[src/rtl/crystal_chain_check.sv]
`timescale 1ns/1ps
// crystal_chain_check
//   Validates the eight crystal-to-GPIO-line mappings from the crystal scan
//   stage. It walks the snapshot one slot per clock and checks that the lines
//   form a permutation of 0..7. It also counts ordered links, where a slot's
//   line equals the previous slot's line plus LINK_STEP (mod 8). Latency is
//   fixed: start at E0, slots at E1..E8, results and a done pulse at E9.
//
// Ports
//   system_clk                     rising-edge clock
//   rst_n                          asynchronous active-low reset
//   start                          request a check (sampled only when idle)
//   crystal_A_line                 GPIO line of slot 0
//   crystal_2_line..crystal_8_line GPIO lines of slots 1..7
//   busy                           high while a check is in flight
//   done                           one-cycle pulse when results update
//   chain_valid                    all lines in range and distinct
//   power_level                    ordered-link count, 0 when chain invalid
//   error_code                     0 none, 1 out of range, 2 duplicate
//   bad_slot                       slot of the first error (0 if none)
module crystal_chain_check #(
   parameter logic [2:0] LINK_STEP = 3'd1
) (
   input  logic       system_clk,
   input  logic       rst_n,
   input  logic       start,
   input  logic [3:0] crystal_A_line,
   input  logic [3:0] crystal_2_line,
   input  logic [3:0] crystal_3_line,
   input  logic [3:0] crystal_4_line,
   input  logic [3:0] crystal_5_line,
   input  logic [3:0] crystal_6_line,
   input  logic [3:0] crystal_7_line,
   input  logic [3:0] crystal_8_line,
   output logic       busy,
   output logic       done,
   output logic       chain_valid,
   output logic [2:0] power_level,
   output logic [1:0] error_code,
   output logic [2:0] bad_slot
);

   typedef enum logic [1:0] {IDLE, CHECK, REPORT} state_t;

   state_t     state_reg, state_next;
   logic [3:0] in_line [8];
   logic [3:0] line_reg [8];
   logic [3:0] line_next [8];
   logic [7:0] visited_reg, visited_next;
   logic [2:0] slot_reg, slot_next;
   logic [2:0] link_reg, link_next;
   logic [1:0] err_code_reg, err_code_next;
   logic [2:0] err_slot_reg, err_slot_next;

   logic       busy_reg, busy_next;
   logic       done_reg, done_next;
   logic       valid_reg, valid_next;
   logic [2:0] power_reg, power_next;
   logic [1:0] code_reg, code_next;
   logic [2:0] bad_slot_reg, bad_slot_next;

   logic [3:0] cur_line;
   logic [3:0] prev_line;
   logic       ordered;

   assign in_line[0] = crystal_A_line;
   assign in_line[1] = crystal_2_line;
   assign in_line[2] = crystal_3_line;
   assign in_line[3] = crystal_4_line;
   assign in_line[4] = crystal_5_line;
   assign in_line[5] = crystal_6_line;
   assign in_line[6] = crystal_7_line;
   assign in_line[7] = crystal_8_line;

   assign cur_line  = line_reg[slot_reg];
   // Slot 0 wraps to slot 7 here, but ordered is gated off for slot 0.
   assign prev_line = line_reg[slot_reg - 3'd1];
   // Bit 3 set means the line is out of range (8..15), so no link is counted.
   assign ordered   = (slot_reg != 3'd0) && !cur_line[3] && !prev_line[3] &&
                      (cur_line[2:0] == prev_line[2:0] + LINK_STEP);

   always_comb begin
      state_next    = state_reg;
      line_next     = line_reg;
      visited_next  = visited_reg;
      slot_next     = slot_reg;
      link_next     = link_reg;
      err_code_next = err_code_reg;
      err_slot_next = err_slot_reg;
      busy_next     = busy_reg;
      done_next     = 1'b0;
      valid_next    = valid_reg;
      power_next    = power_reg;
      code_next     = code_reg;
      bad_slot_next = bad_slot_reg;

      case (state_reg)
         IDLE: begin
            if (start) begin
               line_next     = in_line;
               visited_next  = '0;
               slot_next     = '0;
               link_next     = '0;
               err_code_next = '0;
               err_slot_next = '0;
               busy_next     = 1'b1;
               state_next    = CHECK;
            end
         end
         CHECK: begin
            if (cur_line[3]) begin
               if (err_code_reg == 2'd0) begin
                  err_code_next = 2'd1;
                  err_slot_next = slot_reg;
               end
            end else if (visited_reg[cur_line[2:0]]) begin
               if (err_code_reg == 2'd0) begin
                  err_code_next = 2'd2;
                  err_slot_next = slot_reg;
               end
            end else begin
               visited_next[cur_line[2:0]] = 1'b1;
            end
            if (ordered && (link_reg != 3'd7))
               link_next = link_reg + 3'd1;
            slot_next = slot_reg + 3'd1;
            if (slot_reg == 3'd7)
               state_next = REPORT;
         end
         REPORT: begin
            // Slot 7's updates landed on the previous edge, so the
            // first-error and link registers are final here.
            done_next     = 1'b1;
            valid_next    = (err_code_reg == 2'd0);
            power_next    = (err_code_reg == 2'd0) ? link_reg : 3'd0;
            code_next     = err_code_reg;
            bad_slot_next = err_slot_reg;
            busy_next     = 1'b0;
            state_next    = IDLE;
         end
         default: state_next = IDLE;
      endcase
   end

   always_ff @(posedge system_clk or negedge rst_n) begin
      if (!rst_n) begin
         state_reg    <= IDLE;
         for (int i = 0; i < 8; i++) line_reg[i] <= '0;
         visited_reg  <= '0;
         slot_reg     <= '0;
         link_reg     <= '0;
         err_code_reg <= '0;
         err_slot_reg <= '0;
         busy_reg     <= 1'b0;
         done_reg     <= 1'b0;
         valid_reg    <= 1'b0;
         power_reg    <= '0;
         code_reg     <= '0;
         bad_slot_reg <= '0;
      end else begin
         state_reg    <= state_next;
         line_reg     <= line_next;
         visited_reg  <= visited_next;
         slot_reg     <= slot_next;
         link_reg     <= link_next;
         err_code_reg <= err_code_next;
         err_slot_reg <= err_slot_next;
         busy_reg     <= busy_next;
         done_reg     <= done_next;
         valid_reg    <= valid_next;
         power_reg    <= power_next;
         code_reg     <= code_next;
         bad_slot_reg <= bad_slot_next;
      end
   end

   assign busy        = busy_reg;
   assign done        = done_reg;
   assign chain_valid = valid_reg;
   assign power_level = power_reg;
   assign error_code  = code_reg;
   assign bad_slot    = bad_slot_reg;

endmodule
[config.mk]
export PLATFORM = sky130hd
export DESIGN_NAME = crystal_chain_check
export DESIGN_NICKNAME = d
export VERILOG_FILES = /design/src/rtl/crystal_chain_check.sv
export SDC_FILE = /design/constraint.sdc
export NUM_CORES = 1
export LEC_CHECK = 0
export ABC_AREA = 1
export CORE_MARGIN = 4
export CORE_UTILIZATION = 64
export CTS_CLUSTER_DIAMETER = 40
export CTS_CLUSTER_SIZE = 28
export DETAILED_ROUTE_END_ITERATION = 8
export DONT_BUFFER_PORTS = 1
export PLACE_DENSITY_LB_ADDON = 0.08
export SYNTH_ARGS = -nofsm -noshare
export SYNTH_HDL_FRONTEND = slang
export SYNTH_SLANG_ARGS = --single-unit
[constraint.sdc]
create_clock -name system_clk -period 3.57 [get_ports system_clk]
set_clock_uncertainty 0.15 [all_clocks]
set_input_delay 0.5355 -clock system_clk [delete_from_list [all_inputs] [get_ports system_clk]]
set_output_delay 0.5355 -clock system_clk [all_outputs]
set_load 0.005 [all_outputs]
==> summary.txt, run 1 <==
Run status
  – Status: finished, final reports clean

Synth
  – Top-count cell post-synth: nand2_1
  – Synth Instances: 498
  – Seq/Total Area, Yosys: 0.430
  – Async set or reset register ratio after synthesis: 1.00
  – Seq cells post-synth: 64
  – Ys flop type: dfrtp_1
  – Yosys warns: 0
  – Synth area leaders: dfrtp_1, nand2_1, nand3_1, o21ai_0, inv_1
  – Syn Area/Cell: 7.49 um^2
  – Post-synth EDFFs: 0
  – Post-synth top cells: nand2_1, dfrtp_1, nand3_1, inv_1, o21ai_0
  – Leading area contributor after synthesis: dfrtp_1
  – Top cell type's share of synthesized area: 0.430
  – Mapped Area: 0.00373 mm^2
  – Synth unique cells: 32
  – Syn nets: 540

Routing
  – Drt via density: between 5 and 6
  – Total vias in the final route: 3112
  – WL final: 7.97 mm
  – Routed Antenna Nets: 0
  – DRT iter0 DRCs: between 150 and 200
  – Wire per inst: 13.9 um
  – DRT Pass-1 Iters: 7
  – Residual DRC: 0

CTS
  – CTS root buf: clkbuf_8
  – CTS tree: built
  – Num CTS Buffers: 9
  – Post-cts hold buffer count: 2
  – Clk sinks: 64
  – Post-cts sizing count: 0
  – Clock latency on the worst-skew pair: approximately 0.35 ns
  – Clock-pin slew on the worst setup and hold paths: 0.08 ns
  – CTS max path bufs: 2
  – CTS H-tree depth: 3
  – Post CTS Setup Buffer Count: 0

STA
  – # setup viols final: 0
  – RSZ-0062 raised after global routing: false
  – Setup TNS: 0 ns
  – Worst slew pin tran: 0.607 ns
  – Period utilisation layout: 0.850
  – Slew Viols, Final: 0
  – Final hold violations: 0
  – Tmin final: 3.04 ns
  – Fmax: 329 MHz
  – Slew HR: 0.594

Die
  – Starting Density: 0.669
  – Die H: ~84 um
  – Core ar.: 0.00557 mm^2
  – Chip Width: between 80 and 90 um
  – Die footprint: 0.00711 mm^2
  – I/O pin count: 46
  – Row cnt: 27

Final layout
  – Nets: between 500 and 600
  – Largest register FFs: 32
  – Share of cells above drive strength 1: 0.116
  – Area Growth Syn to Fin: 6.98%
  – # diodes: 0

Global route
  – Overall Global Routing Usage: 0.245
  – Initial antenna violation count: 0
  – GRT overflow: 0
  – Global-route wire length before repair: around 14 mm
  – Largest net degree at the start of global routing: 65
  – Vias in the first global route: about 3000

Place
  – Port bufs: 0
  – Hpwl dp: 5.67 mm
  – Final GP Congestion: 0.901

Worst setup path
  – Crit Path Class: flop to flop
  – Crit end category: flop
  – Setup crit start kind: flop
  – Crit path required time: roughly 3.7 ns
  – CP max FO: 33
  – CP Data Arrival Time: 3.14 ns
  – Reg2Reg Depth: 14

Flow run
  – Max-capacitance violation count: 0

Hold path
  – Hold Path Depth: 2
  – Worst min-delay path class: input pin to flop
cells in the final DEF, fill, tap and decap left out, drive strengths merged:
cell type / count
clkinvlp: 1
o211ai: 1
xnor2: 1
dlygate4sd3: 1
clkbuf: 9
clkinv: 6
nor2: 19
nand4: 8
o22ai: 1
nand3: 64
xor2: 1
o21ai: 44
buf: 5
ha: 7
a31oi: 1
bufinv: 3
dfrtp: 64
inv: 50
a21oi: 5
nand2: 208
a221oi: 1
worst paths after layout:
| kind | endpoint | slack [ns] | startpoint |
|---|---|---|---|
| hold reg to reg | state_reg[1]$_DFFE_PN0P_ | 0.32 | state_reg[1]$_DFFE_PN0P_ |
| min in group asynchronous | link_reg[2]$_DFFE_PN0P_ | 0.57 | rst_n |
| hold / removal | line_reg[20]$_DFFE_PN0P_ | 0.15 | crystal_3_line[0] |
| max in group asynchronous | line_reg[22]$_DFFE_PN0P_ | 2.46 | rst_n |
| setup / recovery | link_reg[2]$_DFFE_PN0P_ | 0.53 | slot_reg[0]$_DFFE_PN0P_ |
| setup reg to reg | link_reg[2]$_DFFE_PN0P_ | 0.53 | slot_reg[0]$_DFFE_PN0P_ |
worst max-delay path, cell delays in order (launching register included):
cell and delay [ns]:
dfrtp_1 0.41, inv_4 0.26, ha_1 0.38, clkinv_1 0.34
a221oi_1 0.38, a31oi_1 0.08, ha_1 0.32, inv_1 0.06
nand2_1 0.06, nand2_1 0.08, nand3_2 0.09, o21ai_1 0.13
nand2_1 0.10, nand2_1 0.07, nand2_1 0.05
layout make-up:
class                      instances  area (um^2)
clock buffer                       9          124
clock inverter                     7          120
fill                             445         1590
inverter                          53          201
multi-input combinational        361         1780
sequential                        64         1600
tap                               72         90.1
timing repair buffer               6         67.6
kinds of logic (layout without fill, tap and decap cells):
logic type	after synthesis	after routing	share of synthesized area
AOI/OAI and AO/OA	53	53	0.0765
xor gates and xnor gates	2	2	0.00470
adders and majority gates	7	7	0.0235
buffers and inverters	73	75	0.0919
DFF	64	64	0.430
and+or+nand+nor	299	299	0.374
metrics by stage:
stage	hold slack [ns]	area [um^2]	util	cells	setup WS, ns
after floorplan	0.0899	3730	-	498	0.708
after global placement	0.0912	3710	0.665	554	0.705
after detailed placement	0.0913	3710	0.665	554	0.598
after CTS	0.149	3990	0.716	572	0.586
after global routing	0.146	3990	0.716	572	0.175
final	0.153	3990	0.716	572	0.534
layer usage:
metal / global-route usage / wire length [um]
met3: 0.0442 / 363
met1: 0.328 / 3550
met4: 0.0936 / 135
met2: 0.395 / 3920
met5: 0 / 0
Power of run 1 is left out: the tool's default activity adds up to more than one toggle a clock period on the data nets, which glitch-free logic cannot reach.
==> run 2, diff against run 1 <==
- REMOVE_ABC_BUFFERS: default -> 1
==> run 2 against run 1 <==
Critical path depth up 1. Hold slack better by 0.0089 ns. Count of clock-buffer cells in the layout unchanged. Global-route usage down 0.10 points. Critical path type unchanged. Sequential share of layout area unchanged. Via count up 0.35%.
==> summary.txt, run 2 (synthesized netlist as in run 1, its figures left out) <==
Worst setup path
  – Setup crit start kind: flop (unchanged)
  – CP Data Arrival Time: 3.27 ns (was 3.14 ns)
  – Reg2Reg Depth: 15 (was 14)
  – Crit end category: flop (unchanged)
  – Worst r2r src: slot_reg[1]$_DFFE_PN0P_ (was slot_reg[0]$_DFFE_PN0P_)
  – Crit Path Class: flop to flop (unchanged)
  – Critical register-to-register path endpoint: link_reg[2]$_DFFE_PN0P_ (unchanged)
  – Worst R2R Setup Slack: 0.38 ns (was 0.53 ns)
  – Crit path required time: 3.65 ns (was 3.67 ns)
  – CP max FO: 10 (was 33)

Die
  – Core ar.: 0.00557 mm^2 (unchanged)
  – Die footprint: 0.00711 mm^2 (unchanged)
  – Row cnt: 27 (unchanged)
  – Chip Width: 84.3 um (unchanged)
  – Die H: 84.3 um (unchanged)
  – I/O pin count: 46 (unchanged)
  – Starting Density: 0.669 (unchanged)

Routing
  – Wire per inst: 13.8 um (was 13.9 um)
  – DR top layer: met4 (unchanged)
  – M1 WL: 3.57 mm (was 3.55 mm)
  – Met3 routed wirelength: 453 um (was 363 um)
  – Total vias in the final route: 3123 (was 3112)
  – Drt via density: 5.46 (was 5.44)
  – Met2 Wirelength: 3.70 mm (was 3.92 mm)
  – Residual DRC: 0 (unchanged)
  – Routed Antenna Nets: 0 (unchanged)
  – DRT Pass-1 Iters: 5 (was 7)
  – DRT iter0 DRCs: 202 (was 172)
  – WL final: 7.87 mm (was 7.97 mm)

CTS
  – CTS H-tree depth: 3 (unchanged)
  – Clk sinks: 64 (unchanged)
  – Post CTS Setup Buffer Count: 0 (unchanged)
  – CTS max path bufs: 2 (unchanged)
  – Num CTS Buffers: 9 (unchanged)
  – Clock latency on the worst-skew pair: 0.34 ns (was 0.35 ns)
  – CTS root buf: clkbuf_8 (unchanged)
  – Clock-pin slew on the worst setup and hold paths: 0.07 ns (was 0.08 ns)
  – CTS tree: built (unchanged)

Place
  – Port bufs: 0 (unchanged)
  – Area post-placement: 0.00371 mm^2 (unchanged)
  – Hpwl dp: 5.45 mm (was 5.67 mm)
  – Setup WS pre-CTS: 0.441 ns (was 0.598 ns)
  – Final GP Congestion: 0.866 (was 0.901)

Global route
  – Global-route wire length before repair: 14.2 mm (was 14.0 mm)
  – Vias in the first global route: 3104 (was 3020)
  – Overall Global Routing Usage: 0.243 (was 0.245)
  – GRT overflow: 0 (unchanged)
  – Initial antenna violation count: 0 (unchanged)
  – Largest net degree at the start of global routing: 65 (unchanged)

STA
  – Final hold violations: 0 (unchanged)
  – Slew Viols, Final: 0 (unchanged)
  – # setup viols final: 0 (unchanged)
  – RSZ-0062 raised after global routing: false (unchanged)
  – Tmin final: 3.19 ns (was 3.04 ns)
  – Setup TNS: 0 ns (unchanged)
  – Final worst slack: 0.384 ns (was 0.534 ns)
  – Period utilisation layout: 0.892 (was 0.850)
  – Worst slew pin tran: 0.604 ns (was 0.607 ns)
  – Final Hold Slack: 0.162 ns (was 0.153 ns)
  – Slew HR: 0.596 (was 0.594)
  – Fmax: 314 MHz (was 329 MHz)

Final layout
  – Share of cells above drive strength 1: 0.116 (unchanged)
  – Largest register FFs: 32 (unchanged)
  – # diodes: 0 (unchanged)
  – Final instance area: 0.00399 mm^2 (unchanged)
  – Area Growth Syn to Fin: 6.98% (unchanged)
  – Nets: 537 (unchanged)
  – Most frequent cells in the layout: nand2_1, dfrtp_1, nand3_1 (unchanged)
  – Most common cell after layout, fill and taps aside: nand2_1 (unchanged)

Flow run
  – Max-capacitance violation count: 0 (unchanged)

Hold path
  – Hold Crit Start: crystal_4_line[1] (was crystal_3_line[0])
  – Hold Path Depth: 2 (unchanged)
  – WHS Endpoint: line_reg[17]$_DFFE_PN0P_ (was line_reg[20]$_DFFE_PN0P_)
  – Worst min-delay path class: input pin to flop (unchanged)

Run status
  – Status: finished, final reports clean (unchanged)
run 2: cell counts in the layout (fill, tap and decap cells not counted):
Identical to the previous run, type by type.
run 2: layer usage:
layer,vias to the layer above,track usage
met1,1433,0.330
met5,-,0
met2,100,0.392
li1,1577,-
met3,13,0.0442
met4,0,0.0877
run 2: repair_timing:
| action | CTS | global route |
|---|---|---|
| resized for setup | 0 | 0 |
| hold endpoints to repair | 64 | 0 |
| hold buffers | 2 | 0 |
run 2: per-stage QoR:
step,utilization,instances
2_1_floorplan,-,478
3_3_place_gp,0.665,554
3_5_place_dp,0.665,554
4_1_cts,0.716,572
5_1_grt,0.716,572
6_report,0.716,572
run 2: worst max path at each step:
stage / startpoint / to / cells past startpoint
floorplan: slot_reg[0]$_DFFE_PN0P_ / link_reg[2]$_DFFE_PN0P_ / 14
global placement: slot_reg[1]$_DFFE_PN0P_ / link_reg[1]$_DFFE_PN0P_ / 15
detailed placement: slot_reg[1]$_DFFE_PN0P_ / link_reg[2]$_DFFE_PN0P_ / 15
CTS: slot_reg[1]$_DFFE_PN0P_ / link_reg[2]$_DFFE_PN0P_ / 15
global route: slot_reg[1]$_DFFE_PN0P_ / link_reg[0]$_DFFE_PN0P_ / 15
finish: slot_reg[1]$_DFFE_PN0P_ / link_reg[2]$_DFFE_PN0P_ / 15
run 2: area by class of cell:
type / instances / area (um^2)
flip-flops and latches: 64 / 1600
well taps: 72 / 90.1
repair buffers: 6 / 67.6
inverters: 53 / 201
multi-input cells: 361 / 1780
clock inverters: 7 / 120
fillers: 460 / 1590
clock buffers: 9 / 124
run 2: worst max-delay path: stages, from the launching register on:
cell and delay [ns]:
dfrtp_1 0.61, inv_2 0.07, ha_1 0.48, clkinv_1 0.34
a21oi_1 0.19, o21ai_0 0.11, a31oi_1 0.22, ha_1 0.27
inv_1 0.06, nand2_1 0.05, nand2_1 0.09, nand3_2 0.09
o21ai_1 0.13, nand2_1 0.10, nand2_1 0.07, nand2_1 0.05
Power of run 2 is left out for the same reason.
==> run 3, diff against run 2 <==
- ABC_AREA: 1 -> 0
- CORE_UTILIZATION: 64 -> 63
==> run 3 against run 2 <==
Wire length shrank 22%. Utilization shrank 1.5 points. Largest cell class is now sequential cells. Design area shrank 11%. Die area shrank 9.4%. Register-to-register slack gained 0.22 ns. Via count shrank 30%. Critical path type unchanged.
==> summary.txt, run 3 <==
Run status
  – Status: finished, final reports clean (unchanged)

STA
  – Final Hold Slack: 0.154 ns (was 0.162 ns)
  – Setup TNS: 0 ns (unchanged)
  – Tmin final: 2.97 ns (was 3.19 ns)
  – Fmax: 337 MHz (was 314 MHz)
  – Final hold violations: 0 (unchanged)
  – RSZ-0062 raised after global routing: false (unchanged)
  – Slew HR: 0.281 (was 0.596)
  – Slew Viols, Final: 0 (unchanged)
  – # setup viols final: 0 (unchanged)
  – Period utilisation layout: 0.831 (was 0.892)
  – Worst slew pin tran: 1.08 ns (was 0.604 ns)

Final layout
  – Final core occ: 0.700 (was 0.716)
  – Area Growth Syn to Fin: 8.06% (was 6.98%)
  – Final instance area: 0.00355 mm^2 (was 0.00399 mm^2)
  – Nets: 346 (was 537)
  – Most frequent cells in the layout: nand2_1, dfrtp_1, mux4_2 (was nand2_1, dfrtp_1, nand3_1)
  – Final non-filler cell total: 379 (was 572)
  – Largest register FFs: 32 (unchanged)
  – Share of cells above drive strength 1: 0.162 (was 0.116)
  – Most common cell after layout, fill and taps aside: nand2_1 (unchanged)
  – # diodes: 0 (unchanged)

CTS
  – Clock-pin slew on the worst setup and hold paths: 0.07 ns (about the same)
  – Clk sinks: 64 (unchanged)
  – CTS root buf: clkbuf_8 (unchanged)
  – Num CTS Buffers: 9 (unchanged)
  – CTS H-tree depth: 3 (unchanged)
  – CTS max path bufs: 2 (unchanged)
  – CTS tree: built (unchanged)
  – Post CTS Setup Buffer Count: 0 (unchanged)
  – Clock latency on the worst-skew pair: 0.33 ns (was 0.34 ns)

Synth
  – Post-synth top cells: nand2_1, dfrtp_1, clkbuf_1, mux4_2 (was nand2_1, dfrtp_1, nand3_1, inv_1, o21ai_0)
  – Seq cells post-synth: 64 (unchanged)
  – Yosys warns: 0 (unchanged)
  – Async set or reset register ratio after synthesis: 1.00 (unchanged)
  – Post-synth EDFFs: 0 (unchanged)
  – Syn Area/Cell: 10.9 um^2 (was 7.49 um^2)
  – Synth Instances: 303 (was 498)
  – Mapped Area: 0.00329 mm^2 (was 0.00373 mm^2)
  – Seq/Total Area, Yosys: 0.487 (was 0.430)
  – Synth area leaders: dfrtp_1, nand2_1, mux4_2, mux2i_1, mux2_2 (was dfrtp_1, nand2_1, nand3_1, o21ai_0, inv_1)
  – Top cell type's share of synthesized area: 0.487 (was 0.430)
  – Ys flop type: dfrtp_1 (unchanged)
  – Synth unique cells: 44 (was 32)
  – Leading area contributor after synthesis: dfrtp_1 (unchanged)
  – Top-count cell post-synth: nand2_1 (unchanged)

Place
  – Port bufs: 0 (unchanged)
  – Final GP Congestion: 0.789 (was 0.866)
  – Area post-placement: 0.00333 mm^2 (was 0.00371 mm^2)
  – Dpl cells: 361 (was 554)
  – Hpwl dp: 4.38 mm (was 5.45 mm)

Worst setup path
  – CP max FO: 15 (was 10)
  – Reg2Reg Depth: 7 (was 15)
  – Setup crit start kind: flop (unchanged)
  – Worst r2r src: slot_reg[2]$_DFFE_PN0P_ (was slot_reg[1]$_DFFE_PN0P_)
  – Crit end category: flop (unchanged)
  – CP Data Arrival Time: 3.03 ns (was 3.27 ns)
  – Crit path required time: 3.64 ns (was 3.65 ns)
  – Worst R2R Setup Slack: 0.60 ns (was 0.38 ns)
  – Critical register-to-register path endpoint: err_slot_reg[2]$_DFFE_PN0P_ (was link_reg[2]$_DFFE_PN0P_)
  – Crit Path Class: flop to flop (unchanged)

Hold path
  – Worst min-delay path class: input pin to flop (unchanged)
  – Hold Crit Start: crystal_3_line[0] (was crystal_4_line[1])
  – WHS Endpoint: line_reg[20]$_DFFE_PN0P_ (was line_reg[17]$_DFFE_PN0P_)
  – Hold Path Depth: 2 (unchanged)

Routing
  – Wire per inst: 16.3 um (was 13.8 um)
  – Total vias in the final route: 2175 (was 3123)
  – Drt via density: 5.74 (was 5.46)
  – Routed Antenna Nets: 0 (unchanged)
  – Residual DRC: 0 (unchanged)
  – WL final: 6.17 mm (was 7.87 mm)
  – DRT iter0 DRCs: 172 (was 202)
  – DRT Pass-1 Iters: 4 (was 5)

Global route
  – Overall Global Routing Usage: 0.226 (was 0.243)
  – Global-route wire length before repair: 11.1 mm (was 14.2 mm)
  – Initial antenna violation count: 0 (unchanged)
  – Largest net degree at the start of global routing: 65 (unchanged)
  – Vias in the first global route: 2252 (was 3104)
  – GRT overflow: 0 (unchanged)

Power
  – Switching Power: 1.50 mW
  – Combinational share of power: 0.517
  – Pwr/cell area: 1090 mW/mm^2
  – VDD IR max: 570 uV
  – Internal power: 2.37 mW
  – Switching share of power: 0.387
  – Reg power frac: 0.331
  – Clock network power share: 0.152
  – Leakage power: 1.74 nW

Die
  – Die H: 80.3 um (was 84.3 um)
  – Row cnt: 26 (was 27)
  – I/O pin count: 46 (unchanged)
  – Chip Width: 80.3 um (was 84.3 um)
  – Die footprint: 0.00644 mm^2 (was 0.00711 mm^2)
  – Core ar.: 0.00507 mm^2 (was 0.00557 mm^2)
  – Starting Density: 0.648 (was 0.669)

Flow run
  – Max-capacitance violation count: 0 (unchanged)
## run 3: cell types whose count changed in the layout (fill, tap and decap cells not counted), moves of 8 or more
| cell | previous run | this run |
|---|---|---|
| o21ai_0 | 41 | 1 |
| nand3_1 | 52 | 2 |
| mux2_2 | 0 | 8 |
| nor2_1 | 13 | 5 |
| mux4_2 | 0 | 12 |
| nand3_2 | 11 | 0 |
| nand2_1 | 194 | 108 |
| a22o_1 | 0 | 9 |
| mux2i_1 | 0 | 9 |
| inv_1 | 46 | 5 |
## run 3: power groups by stage
| stage | clock [mW] | combinational (mW) | sequential (mW) |
|---|---|---|---|
| global route | 0.639 | 2.25 | 1.33 |
| CTS | 0.601 | 2.02 | 1.28 |
| detailed placement | 0 | 1.99 | 1.29 |
| global placement | 0 | 1.95 | 1.28 |
| finish | 0.589 | 2.00 | 1.28 |
| floorplan | 0 | 1.60 | 1.26 |
## run 3: worst max-delay path: stages (launching register included)
cell	delay (ns)
dfrtp_1	0.74
mux4_1	0.71
mux2i_4	0.27
nand4_1	0.12
a211o_1	0.25
a21boi_4	0.16
o2111a_2	0.20
a22o_1	0.23
## run 3: layer usage
metal / track usage / vias to the layer above / share of wire
met5: 0 / - / 0
met4: 0.0811 / 0 / 0.010
met3: 0.0448 / 5 / 0.048
met2: 0.350 / 47 / 0.49
met1: 0.320 / 1070 / 0.46
li1: - / 1053 / -
## run 3: cell type report
type / count / area, um^2
inverter: 5 / 18.8
clock inverter: 6 / 60.1
tap: 70 / 87.6
multi-input combinational: 217 / 1580
fill: 428 / 1520
clock buffer: 10 / 128
timing repair buffer: 7 / 75.1
sequential: 64 / 1600
## run 3: metrics by stage
step	worst slack [ns]	power [mW]
finish	0.604	3.87
global route	0.422	4.21
CTS	0.595	3.90
detailed placement	0.599	3.29
global placement	0.641	3.23
floorplan	0.00790	2.86
## run 3: worst max path at each step
| stage | slack [ns] | endpoint | start |
|---|---|---|---|
| after floorplan | 0.008 | link_reg[1]$_DFFE_PN0P_ | slot_reg[0]$_DFFE_PN0P_ |
| after global placement | 0.64 | err_slot_reg[2]$_DFFE_PN0P_ | slot_reg[2]$_DFFE_PN0P_ |
| after detailed placement | 0.60 | link_reg[2]$_DFFE_PN0P_ | slot_reg[0]$_DFFE_PN0P_ |
| after CTS | 0.59 | err_slot_reg[2]$_DFFE_PN0P_ | slot_reg[2]$_DFFE_PN0P_ |
| after global routing | 0.42 | link_reg[1]$_DFFE_PN0P_ | slot_reg[1]$_DFFE_PN0P_ |
| final | 0.60 | err_slot_reg[2]$_DFFE_PN0P_ | slot_reg[2]$_DFFE_PN0P_ |
## run 3: cell families after synthesis
family / synth area share
xor+xnor: 0.0171
flops: 0.487
simple gates: 0.174
buf+inv: 0.0316
compound gates: 0.0886
fa+ha+maj: 0.0266
mux: 0.175
## run 3: what timing repair did
action                    4_1_cts  5_1_grt
gates resized for setup         0        0
hold endpoints to repair       64        0
hold buffers                    2        0
No activity file was read; power rests on OpenSTA's default activity.
